--- src/rtl/bsg_bladerunner_rom_pkg.sv ---
// Shared types and helpers for the BladeRunner configuration-ROM access path.
//   bsg_rom_resp_s         : one response slot {err, data} at the default data width
//   bsg_rom_arb_reset_ptr  : priority pointer value after reset; pointing at the
//                            last requester makes requester 0 the first winner
package bsg_bladerunner_rom_pkg;

   localparam int unsigned bsg_rom_data_width_gp = 32;

   typedef struct packed {
      logic                             err;
      logic [bsg_rom_data_width_gp-1:0] data;
   } bsg_rom_resp_s;

   function automatic int unsigned bsg_rom_arb_reset_ptr(input int unsigned num_req);
      return (num_req > 0) ? num_req - 1 : 0;
   endfunction

endpackage

--- src/rtl/bsg_bladerunner_rom_arbiter_rr.sv ---
// Round-robin arbiter, at most one grant per cycle.
//   clk_i, reset_n_i : clock, synchronous active-low reset
//   reqs_i           : request vector
//   grants_o         : one-hot grant (or zero), combinational from reqs_i
//   yumi_i           : grant was taken; advances the priority pointer to the winner
module bsg_arb_round_robin
   import bsg_bladerunner_rom_pkg::*;
#(
   parameter int unsigned width_p = 2
) (
   input  logic               clk_i,
   input  logic               reset_n_i,
   input  logic [width_p-1:0] reqs_i,
   output logic [width_p-1:0] grants_o,
   input  logic               yumi_i
);

   localparam int unsigned lg_width_lp = (width_p > 1) ? $clog2(width_p) : 1;

   logic [lg_width_lp-1:0] last_q, last_d;
   logic [lg_width_lp-1:0] idx, win;
   logic                   found;

   // Search starts one past the last winner and wraps around.
   always_comb begin
      grants_o = '0;
      win      = last_q;
      found    = 1'b0;
      idx      = '0;
      for (int unsigned k = 1; k <= width_p; k++) begin
         idx = lg_width_lp'((32'(last_q) + k) % width_p);
         if (!found && reqs_i[idx]) begin
            found         = 1'b1;
            grants_o[idx] = 1'b1;
            win           = idx;
         end
      end
      last_d = (yumi_i && found) ? win : last_q;
   end

   always_ff @(posedge clk_i) begin
      if (!reset_n_i) last_q <= lg_width_lp'(bsg_rom_arb_reset_ptr(width_p));
      else            last_q <= last_d;
   end

endmodule

--- src/rtl/bsg_bladerunner_rom_arbiter.sv ---
// Shares one combinational configuration ROM between num_req_p readers.
// One request is granted per cycle (round robin); the ROM word is captured
// into a one-entry response slot owned by the winner.
//   clk_i, reset_n_i : clock, synchronous active-low reset
//   req_v_i/req_addr_i/req_ready_o : per-requester valid, word address, grant
//   rom_addr_o/rom_data_i          : external combinational ROM port
//   resp_v_o/resp_data_o/resp_err_o/resp_yumi_i : per-requester response slot
module bsg_bladerunner_rom_arbiter
   import bsg_bladerunner_rom_pkg::*;
#(
   parameter int unsigned num_req_p     = 2,
   parameter int unsigned rom_width_p   = 8,
   parameter int unsigned rom_els_p     = 16,
   parameter int unsigned data_width_p  = 32,
   parameter int unsigned lg_rom_els_lp = (rom_els_p > 1) ? $clog2(rom_els_p) : 1
) (
   input  logic                                clk_i,
   input  logic                                reset_n_i,
   input  logic [num_req_p-1:0]                req_v_i,
   input  logic [num_req_p*lg_rom_els_lp-1:0]  req_addr_i,
   output logic [num_req_p-1:0]                req_ready_o,
   output logic [lg_rom_els_lp-1:0]            rom_addr_o,
   input  logic [rom_width_p-1:0]              rom_data_i,
   output logic [num_req_p-1:0]                resp_v_o,
   output logic [num_req_p*data_width_p-1:0]   resp_data_o,
   output logic [num_req_p-1:0]                resp_err_o,
   input  logic [num_req_p-1:0]                resp_yumi_i
);

   typedef struct packed {
      logic                    err;
      logic [data_width_p-1:0] data;
   } resp_slot_s;

   logic [num_req_p-1:0]     elig, raw_grant, grant, resp_v;
   logic                     any_grant;
   logic [lg_rom_els_lp-1:0] sel_addr, rom_addr_q, rom_addr_d;
   logic                     oob;
   resp_slot_s               capture;

   // A full slot that is not draining this cycle cannot accept a new word,
   // so it drops out of arbitration instead of stalling everyone else.
   assign elig = req_v_i & (~resp_v | resp_yumi_i);

   bsg_arb_round_robin #(
      .width_p (num_req_p)
   ) arb (
      .clk_i     (clk_i),
      .reset_n_i (reset_n_i),
      .reqs_i    (elig),
      .grants_o  (raw_grant),
      .yumi_i    (any_grant)
   );

   assign grant       = reset_n_i ? raw_grant : '0;
   assign any_grant   = |grant;
   assign req_ready_o = grant;
   assign resp_v_o    = resp_v;

   always_comb begin
      sel_addr = '0;
      for (int unsigned i = 0; i < num_req_p; i++) begin
         if (grant[i]) sel_addr = sel_addr | req_addr_i[i*lg_rom_els_lp +: lg_rom_els_lp];
      end
   end

   // The ROM address only moves on a grant so idle cycles do not toggle it.
   always_comb begin
      rom_addr_o   = any_grant ? sel_addr : rom_addr_q;
      rom_addr_d   = rom_addr_o;
      oob          = (32'(rom_addr_o) >= rom_els_p);
      capture.err  = oob;
      capture.data = oob ? '0 : data_width_p'(rom_data_i);
   end

   always_ff @(posedge clk_i) begin
      if (!reset_n_i) rom_addr_q <= '0;
      else            rom_addr_q <= rom_addr_d;
   end

   for (genvar i = 0; i < num_req_p; i++) begin : g_slot
      logic       resp_v_q, resp_v_d;
      resp_slot_s resp_q, resp_d;

      // A grant wins over a same-cycle yumi: the old word leaves and the new
      // one lands on the same edge. Data/err hold after a plain yumi.
      always_comb begin
         resp_v_d = resp_v_q;
         resp_d   = resp_q;
         if (grant[i]) begin
            resp_v_d = 1'b1;
            resp_d   = capture;
         end else if (resp_yumi_i[i]) begin
            resp_v_d = 1'b0;
         end
      end

      always_ff @(posedge clk_i) begin
         if (!reset_n_i) begin
            resp_v_q <= 1'b0;
            resp_q   <= '0;
         end else begin
            resp_v_q <= resp_v_d;
            resp_q   <= resp_d;
         end
      end

      assign resp_v[i]                                    = resp_v_q;
      assign resp_err_o[i]                                = resp_q.err;
      assign resp_data_o[i*data_width_p +: data_width_p]  = resp_q.data;
   end

endmodule
--- config.mk ---
export PLATFORM = sky130hd
export DESIGN_NAME = bsg_bladerunner_rom_arbiter
export DESIGN_NICKNAME = d
export VERILOG_FILES = /design/src/rtl/bsg_bladerunner_rom_pkg.sv /design/src/rtl/bsg_bladerunner_rom_arbiter_rr.sv /design/src/rtl/bsg_bladerunner_rom_arbiter.sv
export SDC_FILE = /design/constraint.sdc
export NUM_CORES = 1
export LEC_CHECK = 0
export CAP_MARGIN = 15
export CORE_AREA = 8 8 81 65
export CTS_BUF_LIST = sky130_fd_sc_hd__clkbuf_8
export DETAILED_ROUTE_END_ITERATION = 7
export DIE_AREA = 0 0 89 73
export GPL_TIMING_DRIVEN = 0
export PLACE_DENSITY_LB_ADDON = 0.1
export SYNTH_ARGS = -nofsm -noshare
export SYNTH_HDL_FRONTEND = slang
export SYNTH_SLANG_ARGS = --single-unit
export TNS_END_PERCENT = 30
--- constraint.sdc ---
create_clock -name clk_i -period 1.6 [get_ports clk_i]
set_input_delay 0.32 -clock clk_i [delete_from_list [all_inputs] [get_ports clk_i]]
set_output_delay 0.32 -clock clk_i [all_outputs]
set_load 0.05 [all_outputs]
; ---- Word level (Yosys, flattened, before mapping)
; Cells that the tools add are included.
[op_classes]
add_sub_neg = 2
n_lt_le_gt_ge = 4
mux = 22
n_bitwise = 5
n_reduce_logical = 10
[ops]
columns = operator, n
row1 = 1-bit two-way mux, 14
row2 = 4-bit two-way mux, 3
row3 = 2-bit two-way mux, 3
row4 = 2-bit nonzero test, 3
row5 = 1-bit logical AND, 4
row6 = 1-bit by 2-bit less-than comparator with 1-bit output (second input constant), 2
row7 = 2-bit OR, 2
row8 = 4-bit OR, 1
row9 = 1-bit adder (second input constant), 2
row10 = 2-bit AND, 1
row11 = 1-bit demux with 1-bit select, 2
row12 = 1-bit greater-or-equal comparator (second input constant), 2
row13 = 2-bit inverter, 1
row14 = 2-bit AND reduction, 1
row15 = 2-bit OR reduction, 1
row16 = 1-bit zero test, 1
[totals]
reg_bits = 23
input_bits = 22
output_inout_bits = 74
wordCells = 49

; ---- Longest topological paths before layout
; Gate-level depths: netlist (run 1).
[logic_depth]
depth_word = 14
depth_mapped = 6

; ---- By module
; A second synthesis (run 1) with hierarchy kept.
[hier_totals]
hier_cells = 149
hier_area_um2 = 1461.4
[by_module_without_submodules]
columns = module, instances, cells_each, area_per_inst_um2
row1 = bsg_bladerunner_rom_arbiter, 1, 142, 1402.6
row2 = bsg_arb_round_robin, 1, 7, 58.8

; ---- Least setup slack after synthesis (run 1)
; Ideal clock, no wire load.
[synth_timing]
path_type = input-to-output
startpoint = input port resp_yumi_i[1]
endpoint = output port rom_addr_o[2]
arrival_time_ns = 2.066
required_ns = 1.280
path_slack_ns = -0.786
cell_stages = 5
path_cell_list = nand2b_4 and3_4 buf_6 a21o_4 o21ai_0
[synth_between]
elab_chain_len = 13
word_cells_on_any_way = 18
classes_between = mux: 11 / bitwise: 4 / reduce/logical: 3
[synth_rtl]
columns = element, line
row1 = "start, declared", bsg_bladerunner_rom_arbiter.sv:27  ; input logic [num_req_p-1:0] resp_yumi_i
row2 = 2-bit OR *, bsg_bladerunner_rom_arbiter.sv:43  ; assign elig = req_v_i & (~resp_v | resp_yumi_i);
row3 = 2-bit AND *, bsg_bladerunner_rom_arbiter.sv:43
row4 = 1-bit two-way mux (not written as such) (2 in a row), bsg_bladerunner_rom_arbiter_rr.sv:32  ; if (!found && reqs_i[idx]) begin
row5 = 1-bit two-way mux, bsg_bladerunner_rom_arbiter_rr.sv:32
row6 = 1-bit zero test, bsg_bladerunner_rom_arbiter_rr.sv:32
row7 = 1-bit logical AND, bsg_bladerunner_rom_arbiter_rr.sv:32
row8 = 2-bit two-way mux *, bsg_bladerunner_rom_arbiter_rr.sv:32
row9 = 2-bit two-way mux *, bsg_bladerunner_rom_arbiter.sv:55  ; assign grant = reset_n_i ? raw_grant : '0;
row10 = 4-bit two-way mux, bsg_bladerunner_rom_arbiter.sv:63  ; if (grant[i]) sel_addr = sel_addr | req_addr_i[i*lg_rom_els_lp +: lg_rom_els_lp];
row11 = 4-bit OR, bsg_bladerunner_rom_arbiter.sv:63
row12 = 4-bit two-way mux, bsg_bladerunner_rom_arbiter.sv:63
row13 = 4-bit two-way mux *, bsg_bladerunner_rom_arbiter.sv:69  ; rom_addr_o = any_grant ? sel_addr : rom_addr_q;
row14 = "end, declared", bsg_bladerunner_rom_arbiter.sv:22  ; output logic [lg_rom_els_lp-1:0] rom_addr_o,
; Every way passes the cells marked *; elsewhere a longest branch is shown, timed or not. The select of a mux whose other input is x is not followed.

; ---- Worst setup path in the final report (run 1)
[layout_timing]
startpoint = register g_slot[0].resp_v_q
endpoint = output port rom_addr_o[0]
[layout_between]
elab_chain_len = 14
word_cells_on_any_way = 19
classes_between = mux: 11 / bitwise: 5 / reduce/logical: 3
[layout_rtl]
columns = element, line
row1 = "start, declared", bsg_bladerunner_rom_arbiter.sv:82  ; logic resp_v_q, resp_v_d;
row2 = "start signal, assigned", bsg_bladerunner_rom_arbiter.sv:103  ; resp_v_q <= resp_v_d;
row3 = 2-bit inverter *, bsg_bladerunner_rom_arbiter.sv:43
row4 = 2-bit OR *, bsg_bladerunner_rom_arbiter.sv:43
row5 = 2-bit AND *, bsg_bladerunner_rom_arbiter.sv:43
row6 = 1-bit two-way mux (not written as such) (2 in a row), bsg_bladerunner_rom_arbiter_rr.sv:32
row7 = 1-bit two-way mux, bsg_bladerunner_rom_arbiter_rr.sv:32
row8 = 1-bit zero test, bsg_bladerunner_rom_arbiter_rr.sv:32
row9 = 1-bit logical AND, bsg_bladerunner_rom_arbiter_rr.sv:32
row10 = 2-bit two-way mux *, bsg_bladerunner_rom_arbiter_rr.sv:32
row11 = 2-bit two-way mux *, bsg_bladerunner_rom_arbiter.sv:55
row12 = 4-bit two-way mux, bsg_bladerunner_rom_arbiter.sv:63
row13 = 4-bit OR, bsg_bladerunner_rom_arbiter.sv:63
row14 = 4-bit two-way mux, bsg_bladerunner_rom_arbiter.sv:63
row15 = 4-bit two-way mux *, bsg_bladerunner_rom_arbiter.sv:69
; Marks and branches as above.

==> qor.txt, run 1 <==
status - complete, but fails checks
failing checks - setup timing
xor-xnor portion of the synthesized cell area - 0%
Placer Congestion - 0.715
Post-synth EDFFs - 0
vias in the first global route - 1,232
Final Skew - 0.00161 ns
Reg-to-Reg Start - g_slot[0].resp_v_q
area delta synth->final - 67.7%
Pins Over Slew Limit - 0
CP Max Fanout - 7
FMAX - 530 MHz
post-synthesis cell type count - 25
Yosys warnings - 0
worst r2r path cells - 6
DR iter-0 viols - 43
most common cell in the netlist - buf_4
fillers - 393
post-route ant nets - 0
Inst Count DP - 314
PwrDens - 846 nW/um2
Worst-Skew Late Latency - 0.26 ns
post-DR wirelength/cell - 12.2 um
post-synthesis mux area share - 0%
Final min period - 1.89 ns
Post-Synth Simple-Gate Area - 14.3%
full die area - 6500 um2
Setup-failing EPs final - 6
arrival time of the worst setup path - 1.57 ns
top cells by count, synth - buf_4, nand2_1, dfxtp_1
share of cells above drive strength 1 - 37.4%
cell area after layout - 2350 um2
main combinational cell family by area after synthesis - buffers and inverters
Core ar. - 3950 um2
Longest Clk Path Bufs - 2
diodes inserted - 0
R2R setup slack - 0.16 ns
grt met1 use - 14.0%
met3 Use GR - 6.97%
Horiz. Die Dim - 89 um
Pleak - 1.21 nW
Async SR Flop Fraction - 0%
sequential fraction of the synthesis area - 32.9%
Final Cycle Share - 118%
io pins - 96
final wirelength - 4.02 mm
Req. time, crit path - 1.28 ns
total CTS buffers - 3
largest net degree at the start of global routing - 14
first-pass GRT wire length - 5.96 mm
Post-Synth Adder-Cell Area - 0%
top-area cell type share of the netlist area - 32.9%
Root Driver - clkbuf_8
initial antenna violation count - 0
Hold WC Path Type - flop to flop
GR Util All Layers - 11.7%
maximum VDD drop - 0.467 mV
Clock Sinks - 23
worst slew pin tran - 0.522 ns
setup ws final - -0.287 ns
Vias/cell - 3.84
startpoint types - flop
Max-Cap Viols - 0
Chip Height - 73 um
leading area contributor after synthesis - dfxtp_1
Top Usage Layer GRT - met2
initial cell density of the core - 35.4%
Syn Area/Cell - 8.48 um2
WHS Path Cells - 2
Hold Crit Start - resp_data_o[33]
worst flop-to-flop path endpoint - rom_addr_q[0]
slew margin rel. - 65.3%
GRT overflow - 0
Hold EP - resp_data_o[33]
CTS tree - yes
H-Tree Depth - 1
drt pass-1 iters - 4
Clock transition at path regs - 0.08 ns
placed instance area - 2150 um2
Core Util, Final - 59.3%
vias - 1,261
commonest register cell after synthesis - dfxtp_1
fin nets - 296
synthesized flop and latch total - 23
IO buf count - 45
row cnt - 20
WS Path Type - flop to output pin
top cells by area, synth - dfxtp_1, buf_4, nand2_1
Synth Cell Area - 1400 um2
DR DRC count - 0
GR Layer Usage met2 - 17.7%
final hold violation count - 0
Mapped Cells - 165
unrepaired setup endpoints after global routing - yes
Layout Cells excl Fill - 328
Synth Area in Compound Gates - 17.2%
critical path endpoint category - output pin
DPL Wire Length - 3.09 mm
-- sequential cells by signal (all words and copies together), names as in the netlist --
name / count
g_slot.resp_v_q: 2
resp_data_o: 16
rom_addr_q: 4
arb.last_q: 1
-- routing by layer --
metal | share of wire [%] | routed length, um | up-vias
met3 | 15 | 607 | 3
met4 | 0.25 | 10 | 0
met1 | 42 | 1680 | 543
met2 | 43 | 1710 | 63
met5 | 0 | 0 | -
li1 | - | - | 652
-- cells in the final DEF (no fill, tap or decap) --
master	count
a211oi_4	1
a21o_1	1
a21o_4	1
a221o_1	1
a32oi_2	2
a32oi_4	2
and2_1	1
and3_4	1
buf_4	66
buf_6	8
buf_8	4
clkbuf_1	1
clkbuf_8	3
clkdlybuf4s50_1	16
clkinv_2	1
conb_1	50
dfxtp_1	20
dfxtp_2	3
dlygate4sd2_1	22
inv_1	5
nand2_1	25
nand2_4	1
nand2b_4	2
nand3_1	8
nand3_4	1
nor2b_4	2
o21ai_0	6
o21ai_1	10
o21ai_4	4
o21bai_1	1
o31ai_1	4
-- power breakdown --
group	total (W)	switching, W	internal (W)
logic	0.000969	0.000644	0.000325
clock network	0.000366	0.000192	0.000174
registers	0.000650	0.0000258	0.000624
total	0.00198	0.000862	0.00112
-- critical path, stage by stage (launching register included) --
cell and delay [ns]:
dfxtp_2 0.37, nor2b_4 0.18, a211oi_4 0.06, buf_6 0.13
a21o_4 0.24, o21ai_4 0.14, buf_6 0.17
-- per-stage QoR --
step	hold slack (ns)	setup WS (ns)	total power, W	TNS [ns]
after floorplan	0.429	-0.0439	0.00137	-0.176
after global placement	0.436	-1.31	0.00157	-11.90
after detailed placement	0.441	-1.30	0.00157	-12.15
after CTS	0.450	-0.313	0.00198	-1.55
after global routing	0.473	-0.345	0.00208	-1.90
final	0.448	-0.287	0.00198	-1.53
-- area by class of cell --
type / instances / area (um2) / area share (%)
tap: 55 / 68.8 / 2.93
timing repair buffer: 57 / 529 / 22.6
clock buffer: 3 / 41.3 / 1.76
sequential: 23 / 464 / 19.8
buffer: 60 / 473 / 20.2
inverter: 5 / 18.8 / 0.800
multi-input combinational: 124 / 746 / 31.8
clock inverter: 1 / 5.00 / 0.213
-- logic make-up (layout without fill, tap and decap cells) --
family                 count (synthesis)  after routing
AOI/OAI and AO/OA                     33             33
DFF                                   23             23
other                                  1             50
buffers and inverters                 67            126
and+or+nand+nor                       41             41
-- what timing repair did --
action / 4_1_cts / 5_1_grt
hold buffers: 0 / 0
endpoints found under the hold margin: 0 / 0
resized for setup: 87 / 2
setup endpoints to repair: 26 / 6
pin swaps: 6 / 3
buffers inserted: 9 / 4
cloned: 0 / 0
-- how the worst max path moves through the flow --
stage,startpoint,depth (start not counted),slack (ns),endpoint
floorplan,resp_yumi_i[1],5,-0.04,rom_addr_o[0]
global placement,reset_n_i,8,-1.31,rom_addr_o[1]
detailed placement,reset_n_i,8,-1.30,rom_addr_o[1]
CTS,g_slot[0].resp_v_q,6,-0.31,rom_addr_o[0]
global route,g_slot[0].resp_v_q,6,-0.35,rom_addr_o[0]
finish,g_slot[0].resp_v_q,6,-0.29,rom_addr_o[0]
No activity file was read; power rests on OpenSTA's default activity.
==> inputs of run 2 (changes only) <==
--- a/config.mk
+++ b/config.mk
@@ -5,7 +5,7 @@
 export SDC_FILE = /design/constraint.sdc
 export NUM_CORES = 1
 export LEC_CHECK = 0
-export CAP_MARGIN = 15
+export CAP_MARGIN = 20
 export CORE_AREA = 8 8 81 65
 export CTS_BUF_LIST = sky130_fd_sc_hd__clkbuf_8
 export DETAILED_ROUTE_END_ITERATION = 7
==> results of run 2 <==
No change in the layout: final DEF, timing and power equal those of run 1.
==> inputs of run 3 (changes only) <==
--- a/config.mk
+++ b/config.mk
@@ -5,13 +5,14 @@
 export SDC_FILE = /design/constraint.sdc
 export NUM_CORES = 1
 export LEC_CHECK = 0
-export CAP_MARGIN = 20
+export CAP_MARGIN = 40
 export CORE_AREA = 8 8 81 65
 export CTS_BUF_LIST = sky130_fd_sc_hd__clkbuf_8
 export DETAILED_ROUTE_END_ITERATION = 7
 export DIE_AREA = 0 0 89 73
 export GPL_TIMING_DRIVEN = 0
 export PLACE_DENSITY_LB_ADDON = 0.1
+export SLEW_MARGIN = 10
 export SYNTH_ARGS = -nofsm -noshare
 export SYNTH_HDL_FRONTEND = slang
 export SYNTH_SLANG_ARGS = --single-unit
==> results of run 3 <==
No change in the layout: final DEF, timing and power equal those of run 1.
==> RTL edit 1 (config.mk and constraints of run 1) <==
Set the parameter `rom_els_p` to 32 (it was 16).
--- a/src/rtl/bsg_bladerunner_rom_arbiter.sv
+++ b/src/rtl/bsg_bladerunner_rom_arbiter.sv
@@ -10,7 +10,7 @@
 #(
    parameter int unsigned num_req_p     = 2,
    parameter int unsigned rom_width_p   = 8,
-   parameter int unsigned rom_els_p     = 16,
+   parameter int unsigned rom_els_p     = 32,
    parameter int unsigned data_width_p  = 32,
    parameter int unsigned lg_rom_els_lp = (rom_els_p > 1) ? $clog2(rom_els_p) : 1
 ) (
Ports: changed (resized req_addr_i and rom_addr_o); port bits go from 96 to 99. No check against the original RTL was run, so the function may have changed too.
==> RTL edit 1 against run 1 <==
  * The flow still finishes with violations (negative setup slack)
  * Worst setup slack worse by 0.058 ns
  * Sequential cell count up 1
  * Power up 7.7%
  * Synthesized area up 5.2%
  * Wire length up 1.5%
  * Design area up 6.7%
  * First-iteration DRC count up 12%
  * Worst hold slack better by 0.0086 ns
  * Combinational power up 7%
  * Critical path depth unchanged
  * Critical endpoint is now rom_addr_o[1]
  * Largest power group unchanged
  * Highest routed layer unchanged
==> RTL edit 1: results (changes against run 1) <==
** Run status
- The flow ran to the end, but the final reports show violations.
- Failing checks :: negative setup slack

** Placement
- HPWL after detailed placement :: 3180 um (+3.1%)
- The minimum setup slack after placement was -1.23 ns (+0.0700 ns).
- The number of buffers added on ports is 48 (+6.7%).
- The total placed instance area came to 2220 um2 (+3.4%).

** Timing
- The largest clock skew in the final design was 0.00208 ns (+0.000469 ns).
- Worst Max-Slew Pin Slew :: 0.528 ns (+0.00588 ns)
- The final worst slack came to -0.345 ns (-0.0579 ns).
- Hold Worst Slack :: 0.457 ns (+0.00863 ns)
- The setup-violating endpoint count in the final report is 7 (+1).
- Total Neg Setup Slack :: -2.14 ns (-0.612 ns)

** Final layout
- The count of non-CTS inverters in the layout was 7 (+2).
- The share of final layout cell area taken by non-clock buffers is 42.4% (-0.29 points).
- Multi-input logic cell count :: 119 (-4.0%)
- Number of flip-flops and latches :: 24 (+4.3%)
- Combined area of the multi-input logic cells :: 807 um2 (+8.2%)
- Layout Area Growth over Synthesis :: 70.2%
- Clock tree buffer count of the final layout :: 4 (+1)
- The clock-cell share of area is 2.20% (+0.23 points).

** Yosys
- The count of different cell masters after synthesis was 26 (+4.0%).
- Post-synthesis compound-gate area fraction :: 21.1% (+3.9 points)
- Yosys attributes the largest share of cell area to sky130_fd_sc_hd__dfxtp_1 33%, sky130_fd_sc_hd__buf_4 29%, sky130_fd_sc_hd__nand2_1 4.6%.
- The average size of a mapped cell is 9.08 um2 (+7.1%).
- The post-synthesis sequential area ratio came to 32.7% (-0.26 points).

** Clocking
- The number of setup buffers added after CTS was 11 (+2).

** Route
- Detailed-route vias per instance :: 3.93 (+2.2%)
- Routed length on met3 :: 420 um (-31%)

** Worst setup path
- Flop2flop setup slack :: 0.07 ns (-0.09 ns)
- Largest fanout on the critical path :: 5 (-2)
- The arrival time of data at the critical path endpoint is 1.62 ns (+0.05 ns).
- The highest cell delay on the worst timing path came to 0.35 ns (-0.02 ns).
- Register-to-Register Path Depth :: 7 (+1)

** Worst hold path
- Launch instance of the worst min-delay path :: resp_data_o[5]$_SDFFE_PN0N_
- Hold EP :: resp_data_o[5]$_SDFFE_PN0N_

** Global route
- GR Layer Usage met1 :: 14.8% (+0.76 points)
- The wire length of the first global-routing pass was 6260 um (+5.0%).
- The routing usage on met2 came to 19.7% (+2.1 points).
## RTL edit 1: cell types whose count changed after synthesis, moves of 2 or more
cell                             run 1  this run
sky130_fd_sc_hd__and3_1              0         8
sky130_fd_sc_hd__nand3_1             9         1
sky130_fd_sc_hd__nand2_1            25        18
sky130_fd_sc_hd__o21ai_1            12         6
sky130_fd_sc_hd__o31ai_2             0         5
sky130_fd_sc_hd__a31o_1              0         4
sky130_fd_sc_hd__a31o_2              0         4
sky130_fd_sc_hd__o31ai_1             4         0
sky130_fd_sc_hd__buf_2               2         0
sky130_fd_sc_hd__buf_4              54        56
sky130_fd_sc_hd__inv_1               5         7
sky130_fd_sc_hd__nor2b_1             2         0
## RTL edit 1: power by group
| part | switching (W) | total, W | internal [W] |
|---|---|---|---|
| Clock | 0.000196 | 0.000416 | 0.000220 |
| Combinational | 0.000673 | 0.00104 | 0.000368 |
| Sequential | 0.0000283 | 0.000681 | 0.000653 |
==> RTL edit 2 (config.mk and constraints of run 1) <==
Without the edit above. Reset style: asynchronous (`reset_n_i`), changed in 3 clocked blocks. Comments in the files are not updated.
--- a/src/rtl/bsg_bladerunner_rom_arbiter_rr.sv
+++ b/src/rtl/bsg_bladerunner_rom_arbiter_rr.sv
@@ -38,7 +38,7 @@
       last_d = (yumi_i && found) ? win : last_q;
    end
 
-   always_ff @(posedge clk_i) begin
+   always_ff @(posedge clk_i or negedge reset_n_i) begin
       if (!reset_n_i) last_q <= lg_width_lp'(bsg_rom_arb_reset_ptr(width_p));
       else            last_q <= last_d;
    end
--- a/src/rtl/bsg_bladerunner_rom_arbiter.sv
+++ b/src/rtl/bsg_bladerunner_rom_arbiter.sv
@@ -73,7 +73,7 @@
       capture.data = oob ? '0 : data_width_p'(rom_data_i);
    end
 
-   always_ff @(posedge clk_i) begin
+   always_ff @(posedge clk_i or negedge reset_n_i) begin
       if (!reset_n_i) rom_addr_q <= '0;
       else            rom_addr_q <= rom_addr_d;
    end
@@ -95,7 +95,7 @@
          end
       end
 
-      always_ff @(posedge clk_i) begin
+      always_ff @(posedge clk_i or negedge reset_n_i) begin
          if (!reset_n_i) begin
             resp_v_q <= 1'b0;
             resp_q   <= '0;
Function: differs if reset_n_i is asserted again (counterexample within 4 cycles, from zero or initial values and one cycle with reset_n_i low); with reset_n_i held inactive, the same outputs for 10 cycles.
==> RTL edit 2 against run 1 <==
  * The flow still finishes with violations (negative setup slack)
  * Sequential power up 24%
  * Design area is 2.0% lower
  * Combinational power grew 65%
  * Worst setup slack got worse by 0.14 ns
  * Via count fell by 15%
  * Sequential share of layout area is 5.3 points higher
  * Wire length decreased by 5.8%
  * Final cell count decreased by 12%
  * Synthesized area rose by 2.4%
  * Sequential cell count did not move
  * Non-clock buffer count is 4 lower
  * Global-route usage fell by 0.52 points
  * Clock skew rose by 0.0061 ns
  * Power grew 40%
  * Critical path type is now in2out
  * Critical endpoint is now rom_addr_o[1]
  * Largest cell class unchanged
  * Highest routed layer unchanged
==> RTL edit 2: results (changes against run 1) <==
** Run status
- Run status :: finished, violations left
- Failing checks :: negative setup slack

** Yosys
- After synthesis, the cell types taking the most area are sky130_fd_sc_hd__dfrtp_1 38%, sky130_fd_sc_hd__buf_4 28%, sky130_fd_sc_hd__mux2_2 9.4%.
- The commonest cells after synthesis are 54 x sky130_fd_sc_hd__buf_4, 22 x sky130_fd_sc_hd__dfrtp_1, 12 x sky130_fd_sc_hd__mux2_2.
- The count of different cell masters after synthesis was 22 (-12%).
- The number of instances in the synthesized netlist is 125 (-24%).

** Timing
- The largest clock skew in the final design was 0.00769 ns (+0.00608 ns).
- Total Neg Setup Slack :: -2.61 ns (-1.09 ns)
- The setup-violating endpoint count in the final report was 10 (+4).
- The final worst slack is -0.426 ns (-0.139 ns).
- Worst Max-Slew Pin Slew :: 1.00 ns (+0.483 ns)

** Route
- Routed length per instance :: 13.1 um (+6.9%)

** Power and ir drop
- The power share of the sequential group is 29.1% (-3.7 points).
- LEAKAGE :: 1.24 nW (+3.0%)
- Int Pwr :: 0.00146 W (+30%)
- The worst supply voltage drop on vdd came to 0.000933 V (+100%).
- The part of the total power dissipated in the clock network came to 13.3% (-5.1 points).

** Placement
- The total half-perimeter wirelength after legalization and detailed placement came to 2940 um (-4.7%).
- The minimum setup slack after placement was -2.19 ns (-0.881 ns).
- Weighted congestion at the end of routability-driven global placement :: 0.663 (-7.3%)

** Final layout
- Number of nets in the final layout :: 257 (-13%)

** Global route
- The wire length of the first global-routing pass came to 5570 um (-6.6%).
- The number of global-route vias before repair came to 1,144 (-7.1%).
- The largest net degree at the start of global routing was 23 (+9).

** Worst setup path
- The kind of cell with the highest combined delay along the critical path is buffers and inverters.

** Clocking
- Total of hold buffers inserted after clock tree synthesis :: 1 (+1)
- The total of cells resized after clock tree synthesis is 79 (-9.2%).

** Worst hold path
- Hold Crit Class :: in2async
## RTL edit 2: changes by cell type after synthesis, sizes merged, moves of 3 or more
cell / before / now
buf: 61 / 57
dfrtp: 0 / 22
mux2: 0 / 16
a221oi: 0 / 4
nand3: 9 / 0
dfxtp: 23 / 0
a32oi: 4 / 0
a221o: 1 / 4
o31ai: 4 / 0
nand2: 26 / 4
o21ai: 20 / 2
## RTL edit 2: metal layers
layer	track usage (%)	share of wire (%)	up-vias
met5	0	0	-
met4	2.76	0.90	0
met3	5.96	12	6
li1	-	-	526
met1	10.3	33	481
met2	20.9	54	53
## RTL edit 2: final cells by class
type / instances / area, um2 / area share, %
Multi-Input combinational cell: 89 / 613 / 26.7
Sequential cell: 23 / 577 / 25.1
Timing Repair Buffer: 58 / 556 / 24.2
Buffer: 55 / 417 / 18.1
Tap cell: 55 / 68.8 / 2.99
Clock buffer: 3 / 41.3 / 1.80
Inverter: 5 / 18.8 / 0.817
Clock inverter: 1 / 7.51 / 0.327
